[src/rtl/ahb_uart_loader.sv]
// AHB-Lite single-master loader: packs UART bytes into little-endian words and
// writes them to consecutive word addresses, holding the CPU in reset until done.
module ahb_uart_loader #(
  parameter logic [31:0] BASE_ADDR = 32'h0000_0000,
  parameter int          LEN_W     = 16
) (
  input  logic             HCLK,
  input  logic             HRESETn,
  input  logic             start,
  input  logic [LEN_W-1:0] len_words,
  input  logic [7:0]       rx_data,
  input  logic             rx_valid,
  output logic             rx_ready,
  output logic [31:0]      HADDR,
  output logic [1:0]       HTRANS,
  output logic             HWRITE,
  output logic [2:0]       HSIZE,
  output logic [31:0]      HWDATA,
  input  logic             HREADY,
  input  logic             HRESP,
  output logic             busy,
  output logic             done,
  output logic             err,
  output logic             cpu_hold,
  output logic [31:0]      checksum
);

  typedef enum logic [2:0] {
    S_IDLE,
    S_COLLECT,
    S_ADDR,
    S_DATA,
    S_DONE,
    S_ERR
  } state_t;

  state_t           state_q, state_d;
  logic [LEN_W-1:0] len_q, len_d;
  logic [LEN_W-1:0] cnt_q, cnt_d;
  logic [1:0]       bidx_q, bidx_d;
  logic [31:0]      word_q, word_d;
  logic [31:0]      haddr_q, haddr_d;
  logic [31:0]      csum_q, csum_d;
  logic             done_q, done_d;
  logic             err_q, err_d;
  logic             hold_q, hold_d;

  always_ff @(posedge HCLK) begin
    if (!HRESETn) begin
      state_q <= S_IDLE;
      len_q   <= '0;
      cnt_q   <= '0;
      bidx_q  <= 2'd0;
      word_q  <= 32'd0;
      haddr_q <= BASE_ADDR;
      csum_q  <= 32'd0;
      done_q  <= 1'b0;
      err_q   <= 1'b0;
      hold_q  <= 1'b1;
    end else begin
      state_q <= state_d;
      len_q   <= len_d;
      cnt_q   <= cnt_d;
      bidx_q  <= bidx_d;
      word_q  <= word_d;
      haddr_q <= haddr_d;
      csum_q  <= csum_d;
      done_q  <= done_d;
      err_q   <= err_d;
      hold_q  <= hold_d;
    end
  end

  always_comb begin
    state_d = state_q;
    len_d   = len_q;
    cnt_d   = cnt_q;
    bidx_d  = bidx_q;
    word_d  = word_q;
    haddr_d = haddr_q;
    csum_d  = csum_q;
    done_d  = done_q;
    err_d   = err_q;
    hold_d  = hold_q;
    case (state_q)
      S_IDLE: begin
        if (start) begin
          len_d  = len_words;
          cnt_d  = '0;
          bidx_d = 2'd0;
          csum_d = 32'd0;
          done_d = 1'b0;
          err_d  = 1'b0;
          hold_d = 1'b1;
          if (len_words == '0) begin
            state_d = S_DONE;
            done_d  = 1'b1;
            hold_d  = 1'b0;
          end else begin
            state_d = S_COLLECT;
          end
        end
      end
      S_COLLECT: begin
        // rx_ready is high throughout this state, so rx_valid alone means a handshake
        if (rx_valid) begin
          word_d[{bidx_q, 3'b000} +: 8] = rx_data;
          bidx_d = bidx_q + 2'd1;
          if (bidx_q == 2'd3) begin
            state_d = S_ADDR;
            haddr_d = BASE_ADDR + (32'(cnt_q) << 2);
          end
        end
      end
      S_ADDR: begin
        if (HREADY) state_d = S_DATA;
      end
      S_DATA: begin
        // HRESP only counts on the completing edge of a two-cycle error response
        if (HREADY) begin
          if (HRESP) begin
            state_d = S_ERR;
            err_d   = 1'b1;
          end else begin
            csum_d = csum_q + word_q;
            cnt_d  = cnt_q + LEN_W'(1);
            if (cnt_q + LEN_W'(1) == len_q) begin
              state_d = S_DONE;
              done_d  = 1'b1;
              hold_d  = 1'b0;
            end else begin
              state_d = S_COLLECT;
            end
          end
        end
      end
      S_DONE:  state_d = S_IDLE;
      S_ERR:   state_d = S_IDLE;
      default: state_d = S_IDLE;
    endcase
  end

  assign rx_ready = (state_q == S_COLLECT);
  assign HTRANS   = (state_q == S_ADDR) ? 2'b10 : 2'b00;
  assign HWRITE   = (state_q == S_ADDR);
  assign HSIZE    = 3'b010;
  assign HADDR    = haddr_q;
  assign HWDATA   = word_q;
  assign busy     = (state_q == S_COLLECT) || (state_q == S_ADDR) || (state_q == S_DATA);
  assign done     = done_q;
  assign err      = err_q;
  assign cpu_hold = hold_q;
  assign checksum = csum_q;

endmodule

[config.mk]
export PLATFORM = sky130hd
export DESIGN_NAME = ahb_uart_loader
export DESIGN_NICKNAME = d
export VERILOG_FILES = /design/src/rtl/ahb_uart_loader.sv
export SDC_FILE = /design/constraint.sdc
export NUM_CORES = 1
export LEC_CHECK = 0
export BUFFER_PORTS_ARGS = -buffer_cell sky130_fd_sc_hd__buf_2
export CELL_PAD_IN_SITES_DETAIL_PLACEMENT = 1
export CELL_PAD_IN_SITES_GLOBAL_PLACEMENT = 1
export CORE_ASPECT_RATIO = 0.9
export CORE_UTILIZATION = 37
export DETAILED_ROUTE_END_ITERATION = 8
export GPL_ROUTABILITY_DRIVEN = 1
export GPL_TIMING_DRIVEN = 1
export MAX_ROUTING_LAYER = met4
export PLACE_DENSITY = 0.85
export SLEW_MARGIN = 15
export SYNTH_ARGS = -nofsm -noshare
export SYNTH_HDL_FRONTEND = slang
export SYNTH_SLANG_ARGS = --single-unit
[constraint.sdc]
create_clock -name HCLK -period 2.4 [get_ports HCLK]
set_input_delay 0.36 -clock HCLK [delete_from_list [all_inputs] [get_ports HCLK]]
set_output_delay 0.36 -clock HCLK [all_outputs]
set_load 0.01 [all_outputs]
==> impl_metrics.yaml, run 1 <==
sta:
  finalMaxSlewViolations: 0
  fin_skew_ns: 0.01341
  rsz0062_at_grt: "true"
  fin_crit_sh_pct: 119.8
  finalHoldViolations: 0
  slew_headroom_pct: 46.09
  setup-tns-final_ns: -4.834
  layout_min_cycle_time_ns: 2.874
  setup_violations: 27
  fmax_mhz: 347.9
  post-route-worst-setup-slack_ns: -0.4742
  worstMarginPinSlew_ns: 0.8067
finish:
  drive_above_1_share_pct: 31.01
  mostFrequentLayoutCells: "nand2_1, buf_2, buf_4"
  final_cells: 1352
  multi_input_area_um2: 4690
  synthToLayoutAreaGrowth_pct: 35.17
  final_common_cell: "nand2_1"
  fill_cells: 2238
  nets: 1162
  regArea_um2: 2416
clocking:
  cts.sinks: 120
  root_buffer: "clkbuf_16"
  cts_tree: "yes"
  path_clk_slew_ns: 0.06
  clk_latency_ns: 0.44
  ctsLongestPathBuffers: 2
  cts_buffers: 17
  cts_hold_buf: 0
  ctsHtreeMaxLevel: 4
power_and_ir_drop:
  powerDensity_nw_per_um2: 646.1
  ir_drop_mv: 0.5235
  comb_power_share_pct: 21.6
  p_leak_uw: 0.004074
  seqPwrFrac_pct: 36.3
  internal-power_uw: 4008
  power_uw: 6162
  p_switching_uw: 2153
  power_frac_clock_pct: 42.1
  switching_share_pct: 34.94
route:
  drc: 0
  antenna_left: 0
  avgRoutedWirePerCell_um: 24.20
  vias: 8226
  drt_iter0_markers: 965
  dr.pass1.iters: 7
  wirelength_um: 32720
  via_per_inst: 6.084
worst_setup_path:
  r2r-start: "HWDATA[1]"
  rr_endpoint: "checksum[23]"
  crit_required_ns: 2.68
  endpoint: "checksum[23]"
  startpoint_type: "flip-flop"
  rrSetupSlack_ns: -0.47
  cp.arrival_ns: 3.16
  ff2ff_path_depth: 11
  crit_fanout: 4
  crit_start: "HWDATA[1]"
  criticalPathCategory: "flip-flop to flip-flop"
  cp-end-kind: "flip-flop"
global_route:
  busiest_layer: "met2"
  grt_use_met3_pct: 7.828
  grt_overflow: 0
  grt_use_total_pct: 30.67
  grt_pass1_vias: 8130
  grt_pass1_wl_um: 45080
  antenna_found_initial: 1
  met2_usage_pct: 47.98
  met1_usage_pct: 35.95
  grt_max_degree: 103
placed_design:
  gp_congestion: 0.9191
  placed_cells: 1305
  dp_hpwl_um: 18450
  port_buffers: 116
synthesis:
  synth_edf_count: 0
  yosys_register_bits: 120
  seq_area_frac_synth_pct: 34.05
  ys.flop_type: "dfxtp_1"
  synthCells: 887
  synth_cell_types: 63
  ys_warn_count: 0
  async_flop_share_pct: 0
  syn_avg_cell_area_um2: 7.954
  syn_area_um2: 7056
die:
  start_util_pct: 38.09
  die_h_um: 133.0
  dieArea_um2: 19630
  num_io_pins: 137
  die-width_um: 147.6
  rows: 47
  core-area_um2: 18520
run_status:
  violations: "negative setup slack"
  status: "finished with violations"
run:
  maxCapViolations: 0
hold_path:
  hp-class: "primary input to flip-flop"
-- kinds of logic after synthesis --
group / Yosys count / share of synthesized area [%]
buf+inv: 82 / 5.763
simple gates: 353 / 24.17
flops: 120 / 34.05
mux: 1 / 0.1419
xor+xnor: 49 / 6.083
compound gates: 241 / 22.66
fa+ha+maj: 39 / 7.023
other cells: 2 / 0.1064
-- worst max-delay path, cell delays in order, from the launching register on --
cell and delay (ns):
dfxtp_2 0.33, buf_4 0.14, ha_1 0.35, a211oi_4 0.31, nor4_4 0.11, nor4_4 0.15
buf_4 0.21, nor2_2 0.07, a31oi_1 0.30, o21ai_1 0.17, xnor2_1 0.17, o21ai_0 0.39
-- synthesized netlist by cell type (13+ instances only) --
| cell type | number | area (um2) |
|---|---|---|
| buf_4 | 24 | 180.2 |
| dfxtp_1 | 120 | 2402 |
| inv_1 | 18 | 67.56 |
| nor2_1 | 34 | 127.6 |
| a21boi_0 | 70 | 525.5 |
| ha_1 | 38 | 475.5 |
| a21oi_1 | 44 | 220.2 |
| a21o_1 | 18 | 135.1 |
| nor2b_1 | 21 | 131.4 |
| a22oi_1 | 13 | 97.59 |
| xor2_1 | 22 | 192.7 |
| nand3_1 | 51 | 255.2 |
| o21ai_0 | 51 | 255.2 |
| nor3_1 | 17 | 85.08 |
| nand2_1 | 156 | 585.6 |
| clkbuf_1 | 32 | 120.1 |
| and2_1 | 18 | 112.6 |
| xnor2_1 | 27 | 236.5 |
-- how the worst min path moves through the flow --
stage                   from         to  slack (ns)  depth (start not counted)
3_3_place_gp       HADDR[10]  HADDR[10]        0.45                          2
4_1_cts        len_words[13]  len_q[13]        0.19                          3
3_5_place_dp            done       done        0.45                          2
6_report       len_words[12]  len_q[12]        0.18                          3
5_1_grt        len_words[15]  len_q[15]        0.20                          3
2_1_floorplan      len_q[11]  len_q[11]        0.46                          2
-- flip-flops by register name, summed over array words and instances (netlist names) --
signal	count
bidx_q	2
len_q	16
done	1
HWDATA	32
err	1
cnt_q	16
checksum	32
cpu_hold	1
HADDR	16
state_q	3
-- cell type report --
type	count	share of cell area (%)
Clock buffer	18	4.500
Timing Repair Buffer	233	15.55
Clock inverter	14	1.496
Inverter	18	0.7085
Sequential cell	120	25.33
Antenna cell	1	0.02624
Tap cell	245	3.214
Multi-Input combinational cell	703	49.17
-- metrics by stage --
step / setup WS, ns / utilization [%] / hold slack, ns / instance area (um2)
finish: -0.4742 / 51.48 / 0.1837 / 9537
global route: -0.4668 / 51.48 / 0.2010 / 9537
CTS: -0.1297 / 50.20 / 0.1874 / 9299
detailed placement: -0.1965 / 45.84 / 0.4485 / 8491
global placement: -0.1603 / 45.84 / 0.4473 / 8491
floorplan: -0.008506 / - / 0.4551 / 7153
-- repair_timing --
action / CTS / global route
gates resized for setup: 39 / 47
cloned: 0 / 0
endpoints found under the setup margin: 23 / 30
pin swaps: 25 / 24
setup buffers: 7 / 8
-- power by group through the flow --
stage | logic [uW] | registers (uW) | clock network [uW]
floorplan | 821 | 2230 | 0
global route | 1420 | 2250 | 2690
global placement | 1160 | 2250 | 0
CTS | 1230 | 2220 | 2560
detailed placement | 1200 | 2260 | 0
finish | 1330 | 2230 | 2590
-- per-layer routing --
| metal | wire length, um | share of wire [%] |
|---|---|---|
| met1 | 12750 | 39 |
| met2 | 14960 | 46 |
| met3 | 2937 | 9.0 |
| met4 | 2076 | 6.3 |
| met5 | 0 | 0 |
Note: power is estimated with default switching activity, not from simulation.
==> run 2: changes to the inputs <==
==> config.mk (replaced) <==
export PLATFORM = sky130hd
export DESIGN_NAME = ahb_uart_loader
export DESIGN_NICKNAME = d
export VERILOG_FILES = /design/src/rtl/ahb_uart_loader.sv
export SDC_FILE = /design/constraint.sdc
export NUM_CORES = 1
export LEC_CHECK = 0
export CELL_PAD_IN_SITES_DETAIL_PLACEMENT = 1
export CELL_PAD_IN_SITES_GLOBAL_PLACEMENT = 1
export CORE_ASPECT_RATIO = 0.9
export CORE_UTILIZATION = 40
export DETAILED_ROUTE_END_ITERATION = 8
export DONT_BUFFER_PORTS = 1
export GPL_ROUTABILITY_DRIVEN = 1
export GPL_TIMING_DRIVEN = 1
export MAX_ROUTING_LAYER = met4
export PLACE_DENSITY = 0.81
export SLEW_MARGIN = 15
export SYNTH_ARGS = -nofsm -noshare
export SYNTH_HDL_FRONTEND = slang
export SYNTH_SLANG_ARGS = --single-unit
==> run 2 against run 1 <==
The flow still finishes with violations (negative setup slack). Register-to-register slack improved by 0.27 ns. Clock-buffer cell count shrank 1. Sequential power about the same. Largest cell class unchanged. Power shrank 3.3%. Via count shrank 11%. Die area decreased by 7.4%. Critical endpoint is now checksum[8]. Clock power barely moved. Critical path type unchanged. Combinational power is 14% lower.
==> impl_metrics.yaml, run 2 (synthesized netlist as in run 1, its figures left out) <==
die:
  num_io_pins: 137
  rows: 45
  dieArea_um2: 18170
  die_h_um: 128.0
  start_util_pct: 41.36
  die-width_um: 142.0
  core-area_um2: 17060
route:
  drc: 0
  avgRoutedWirePerCell_um: 22.90
  dr.pass1.iters: 5
  vias: 7311
  antenna_left: 0
  wirelength_um: 28510
  via_per_inst: 5.872
  drt_iter0_markers: 713
power_and_ir_drop:
  p_leak_uw: 0.003541
  powerDensity_nw_per_um2: 653.5
  ir_drop_mv: 0.4995
  power_frac_clock_pct: 43.1
  comb_power_share_pct: 19.3
  seqPwrFrac_pct: 37.6
  p_switching_uw: 1935
  switching_share_pct: 32.47
  internal-power_uw: 4024
worst_setup_path:
  crit_required_ns: 2.67
  crit_buf_inv: 2
  slowest_delay_ns: 0.37
  crit_chain: "ha_4, fa_2, a211oi_2, buf_4, buf_4, nor2_1, o21ai_1, nand2_1, a21o_1, a21oi_2, xor2_1, o21ai_1"
  crit_fanout: 2
  criticalPathCategory: "flip-flop to flip-flop"
  startpoint_type: "flip-flop"
  cp_top_family: "compound AO/OA/AOI/OAI gates"
  cp.arrival_ns: 2.87
  crit_slowest_cell: "fa_2"
  cp-end-kind: "flip-flop"
  cp_num_cells: 12
  ff2ff_path_depth: 12
sta:
  fin_skew_ns: 0.01063
  fin_crit_sh_pct: 108.3
  fmax_mhz: 384.7
  finalMaxSlewViolations: 0
  finalHoldViolations: 0
  rsz0062_at_grt: "true"
  fin_hold_ws_ns: 0.06695
  setup_violations: 13
  worstMarginPinSlew_ns: 0.9205
  layout_min_cycle_time_ns: 2.599
  slew_headroom_pct: 38.64
  post-route-worst-setup-slack_ns: -0.1994
run:
  maxCapViolations: 0
global_route:
  grt_pass1_vias: 7442
  grt_overflow: 0
  grt_max_degree: 104
  grt_pass1_wl_um: 40820
  antenna_found_initial: 0
  grt_use_total_pct: 30.26
finish:
  drive_above_1_share_pct: 25.25
  fill_cells: 2009
  mostFrequentLayoutCells: "nand2_1, buf_4, dfxtp_1"
  final_common_cell: "nand2_1"
  nets: 1067
  diodes: 0
  fin_util_pct: 53.44
  synthToLayoutAreaGrowth_pct: 29.22
  stdcell_area_um2: 9117
clocking:
  clk_latency_ns: 0.43
  cts_buffers: 17
  cts_hold_buf: 0
  root_buffer: "clkbuf_16"
  cts.sinks: 120
  path_clk_slew_ns: 0.06
  cts_tree: "yes"
  ctsLongestPathBuffers: 2
  ctsHtreeMaxLevel: 4
hold_path:
  hp-class: "primary input to flip-flop"
  holdPathStages: 1
placed_design:
  postPlaceCellArea_um2: 8088
  gp_congestion: 0.8747
  port_buffers: 0
  dp_hpwl_um: 17850
run_status:
  status: "finished with violations"
  violations: "negative setup slack"
## run 2: final timing paths
check,from,endpoint,slack (ns)
setup reg to reg,checksum[0],checksum[8],-0.20
hold reg to reg,len_q[8],len_q[8],0.48
setup / recovery,checksum[0],checksum[8],-0.20
hold / removal,HRESETn,cnt_q[8],0.07
## run 2: metal layers
layer | routed length (um) | GRT usage (%) | part of all wire [%]
met5 | 0 | - | 0
met4 | 832 | 11.01 | 2.9
met1 | 11560 | 35.76 | 41
met3 | 2747 | 10.91 | 9.6
met2 | 13370 | 47.15 | 47
## run 2: final cells by class
cell class                 count  area [um2]  share of cell area [%]
sequential                   120        2435                   26.71
clock inverter                14       152.6                   1.674
timing repair buffer         138        1044                   11.45
tap                          235       294.0                   3.225
multi-input combinational    703        4700                   51.54
clock buffer                  17       425.4                   4.666
inverter                      18       67.56                  0.7410
## run 2: timing repair
item                       in CTS  in global routing
pin swaps                      21                 20
resized for setup              39                 54
buffers inserted                5                  4
setup endpoints to repair      23                 25
## run 2: metrics by stage
step	TNS [ns]	setup WS, ns	std cells	total power [uW]
after global routing	-2.788	-0.2864	1245	6167
after global placement	-0.4350	-0.09758	1206	3290
after detailed placement	-1.527	-0.1926	1206	3330
after floorplan	-0.008506	-0.008506	905	3047
final	-1.263	-0.1994	1245	5959
after CTS	-0.4853	-0.1029	1242	5900
## run 2: power by group through the flow
stage / Combinational [uW] / Sequential, uW / Clock [uW]
after floorplan: 821 / 2230 / 0
after global placement: 1030 / 2260 / 0
after detailed placement: 1060 / 2270 / 0
after CTS: 1100 / 2230 / 2570
after global routing: 1240 / 2250 / 2670
final: 1150 / 2240 / 2570
==> run 3: changes to the inputs <==
--- a/config.mk
+++ b/config.mk
@@ -5,6 +5,7 @@
 export SDC_FILE = /design/constraint.sdc
 export NUM_CORES = 1
 export LEC_CHECK = 0
+export ABC_AREA = 1
 export CELL_PAD_IN_SITES_DETAIL_PLACEMENT = 1
 export CELL_PAD_IN_SITES_GLOBAL_PLACEMENT = 1
 export CORE_ASPECT_RATIO = 0.9
@@ -14,7 +15,7 @@
 export GPL_ROUTABILITY_DRIVEN = 1
 export GPL_TIMING_DRIVEN = 1
 export MAX_ROUTING_LAYER = met4
-export PLACE_DENSITY = 0.81
+export PLACE_DENSITY = 0.83
 export SLEW_MARGIN = 15
 export SYNTH_ARGS = -nofsm -noshare
 export SYNTH_HDL_FRONTEND = slang
==> run 3 against run 2 <==
Global-route usage fell by 1.0 points. Combinational power rose by 28%. Worst hold slack improved by 0.0049 ns. Power rose by 6.7%. Cell area fell by 7.8%. Synthesized cell count rose by 24%. Maximum frequency rose by 14%. Setup slack improved by 0.32 ns. Sequential power barely moved. Sequential share of layout area rose by 1.9 points. Final cell count rose by 11%. Utilization fell by 6.0 points. The flow now finishes without violations.
==> impl_metrics.yaml, run 3 <==
run_status:
  status: "finished clean"
sta:
  slew_headroom_pct: 53.00
  fin_crit_sh_pct: 95.07
  fin_hold_ws_ns: 0.07182
  setup-tns-final_ns: 0
  layout_min_cycle_time_ns: 2.282
  finalHoldViolations: 0
  finalMaxSlewViolations: 0
  rsz0062_at_grt: "false"
  worstMarginPinSlew_ns: 0.7042
  fmax_mhz: 438.3
  fin_skew_ns: 0.01451
  setup_violations: 0
synthesis:
  seq_area_frac_synth_pct: 33.02
  netlist_top_cells_area: "dfxtp_1, nand2_1, a21oi_1, ha_1, nor2_1"
  synth_common_cells: "nand2_1, a21oi_1, nor2_1, dfxtp_1, inv_1"
  syn_area_um2: 7276
  synth_largest_area_cell: "dfxtp_1"
  ys_warn_count: 0
  synthCells: 1096
  syn_avg_cell_area_um2: 6.638
  async_flop_share_pct: 0
  netlist.area_leader.share_pct: 33.02
  ys.flop_type: "dfxtp_1"
  yosysMostFrequentCell: "nand2_1"
  yosys_register_bits: 120
  synth_cell_types: 47
  synth_edf_count: 0
worst_setup_path:
  crit_buf_inv: 0
  cp.arrival_ns: 2.58
  ff2ff_path_depth: 8
  crit_slowest_cell: "dfxtp_1"
  r2r-start: "HWDATA[10]"
  cp-end-kind: "flip-flop"
  crit_required_ns: 2.70
  crit_chain: "ha_1, a21oi_1, o21ai_0, a21oi_1, nand3_1, or2_2, nand3_1, a21oi_1"
  slowest_delay_ns: 0.46
  rrSetupSlack_ns: 0.12
  criticalPathCategory: "flip-flop to flip-flop"
  startpoint_type: "flip-flop"
  cp_top_family: "compound AO/OA/AOI/OAI gates"
  crit_fanout: 5
  cp_common_cell: "a21oi_1"
  rr_endpoint: "checksum[17]"
route:
  drc: 0
  vias: 7569
  via_per_inst: 5.453
  avgRoutedWirePerCell_um: 18.46
  antenna_left: 0
  drt_iter0_markers: 441
  wirelength_um: 25620
  dr.pass1.iters: 5
clocking:
  clk_latency_ns: 0.42
  ctsLongestPathBuffers: 2
  cts_hold_buf: 0
  cts.sinks: 120
  cts_tree: "yes"
  root_buffer: "clkbuf_16"
  ctsHtreeMaxLevel: 4
  path_clk_slew_ns: 0.06
  cts_buffers: 17
finish:
  mostFrequentLayoutCells: "nand2_1, a21oi_1, nor2_1"
  fin_util_pct: 47.44
  final_common_cell: "nand2_1"
  fill_cells: 2375
  drive_above_1_share_pct: 11.50
  nets: 1205
  diodes: 0
  stdcell_area_um2: 8411
  synthToLayoutAreaGrowth_pct: 15.60
die:
  rows: 46
  die_h_um: 129.9
  dieArea_um2: 18730
  core-area_um2: 17730
  start_util_pct: 41.04
  die-width_um: 144.2
  num_io_pins: 137
placed_design:
  postPlaceCellArea_um2: 7781
  dp_hpwl_um: 19580
  port_buffers: 0
  gp_congestion: 0.9435
power_and_ir_drop:
  power_uw: 6361
  comb_power_share_pct: 23.1
  switching_share_pct: 34.05
  ir_drop_mv: 0.5500
  powerDensity_nw_per_um2: 756.3
  p_switching_uw: 2166
  internal-power_uw: 4195
  seqPwrFrac_pct: 35.7
  power_frac_clock_pct: 41.3
  p_leak_uw: 0.003548
global_route:
  grt_use_total_pct: 29.23
  grt_max_degree: 49
  antenna_found_initial: 0
  grt_pass1_vias: 7624
  grt_overflow: 0
  grt_pass1_wl_um: 40270
run:
  maxCapViolations: 0
hold_path:
  hp-class: "primary input to flip-flop"
  holdPathStages: 2
  worstHoldStart: "len_words[8]"
  hold_path_end: "len_q[8]"
==> run 3: power groups by stage <==
| stage | registers, uW | clock network, uW | logic, uW |
|---|---|---|---|
| floorplan | 2280 | 0 | 1120 |
| global placement | 2300 | 0 | 1390 |
| detailed placement | 2310 | 0 | 1440 |
| CTS | 2270 | 2660 | 1470 |
| global route | 2290 | 2730 | 1630 |
| finish | 2270 | 2620 | 1470 |
==> run 3: through the flow <==
step,cells,setup slack [ns]
finish,1388,0.1183
global placement,1357,0.1391
global route,1388,0.004341
CTS,1388,0.05533
detailed placement,1357,0.02435
floorplan,1114,0.3208
==> run 3: cell families (layout without fill, tap and decap cells) <==
kind of cell	Yosys count	in the layout	synth area share (%)
adder cells (fa/ha/maj)	39	39	6.810
XOR/XNOR	8	8	0.9631
flip-flops	120	120	33.02
buffers and inverters	148	182	9.183
AO/OA/AOI/OAI	248	248	18.45
AND/OR/NAND/NOR	531	531	31.47
other	2	20	0.1032
==> run 3: worst max-delay path by stage <==
stage	startpoint	to	slack, ns	cells past startpoint
finish	HWDATA[10]	checksum[17]	0.12	8
global route	checksum[8]	checksum[28]	0.004	11
CTS	HWDATA[2]	checksum[29]	0.06	14
detailed placement	HWDATA[0]	checksum[30]	0.02	13
global placement	HWDATA[2]	checksum[30]	0.14	12
floorplan	HWDATA[0]	checksum[22]	0.32	13
==> run 3: what timing repair did <==
item                       in CTS  in global routing
pin swaps                       0                  1
setup buffers                   0                  0
resized for setup               1                 17
setup endpoints to repair       1                 18
==> run 3: area by class of cell <==
class / instances / area, um2 / area share [%]
clock buffers: 19 / 442.9 / 5.266
clock inverters: 12 / 152.6 / 1.815
inverters: 94 / 352.8 / 4.195
multi-input cells: 846 / 4300 / 51.13
flip-flops and latches: 120 / 2409 / 28.64
well taps: 240 / 300.3 / 3.570
repair buffers: 57 / 452.9 / 5.385
==> run 3: worst reg2reg max path: cells and delay by family, from the launching register on <==
family                     cells  cell delay, ns
AOI/OAI and AO/OA              4            0.77
and+or+nand+nor                3            0.61
DFF                            1            0.46
adders and majority gates      1            0.33
==> run 3: per-layer routing <==
| metal | wire length [um] | global-route usage [%] |
|---|---|---|
| met4 | 344 | 7.368 |
| met2 | 11270 | 44.30 |
| met1 | 11900 | 38.81 |
| met3 | 2109 | 7.156 |
| met5 | 0 | - |
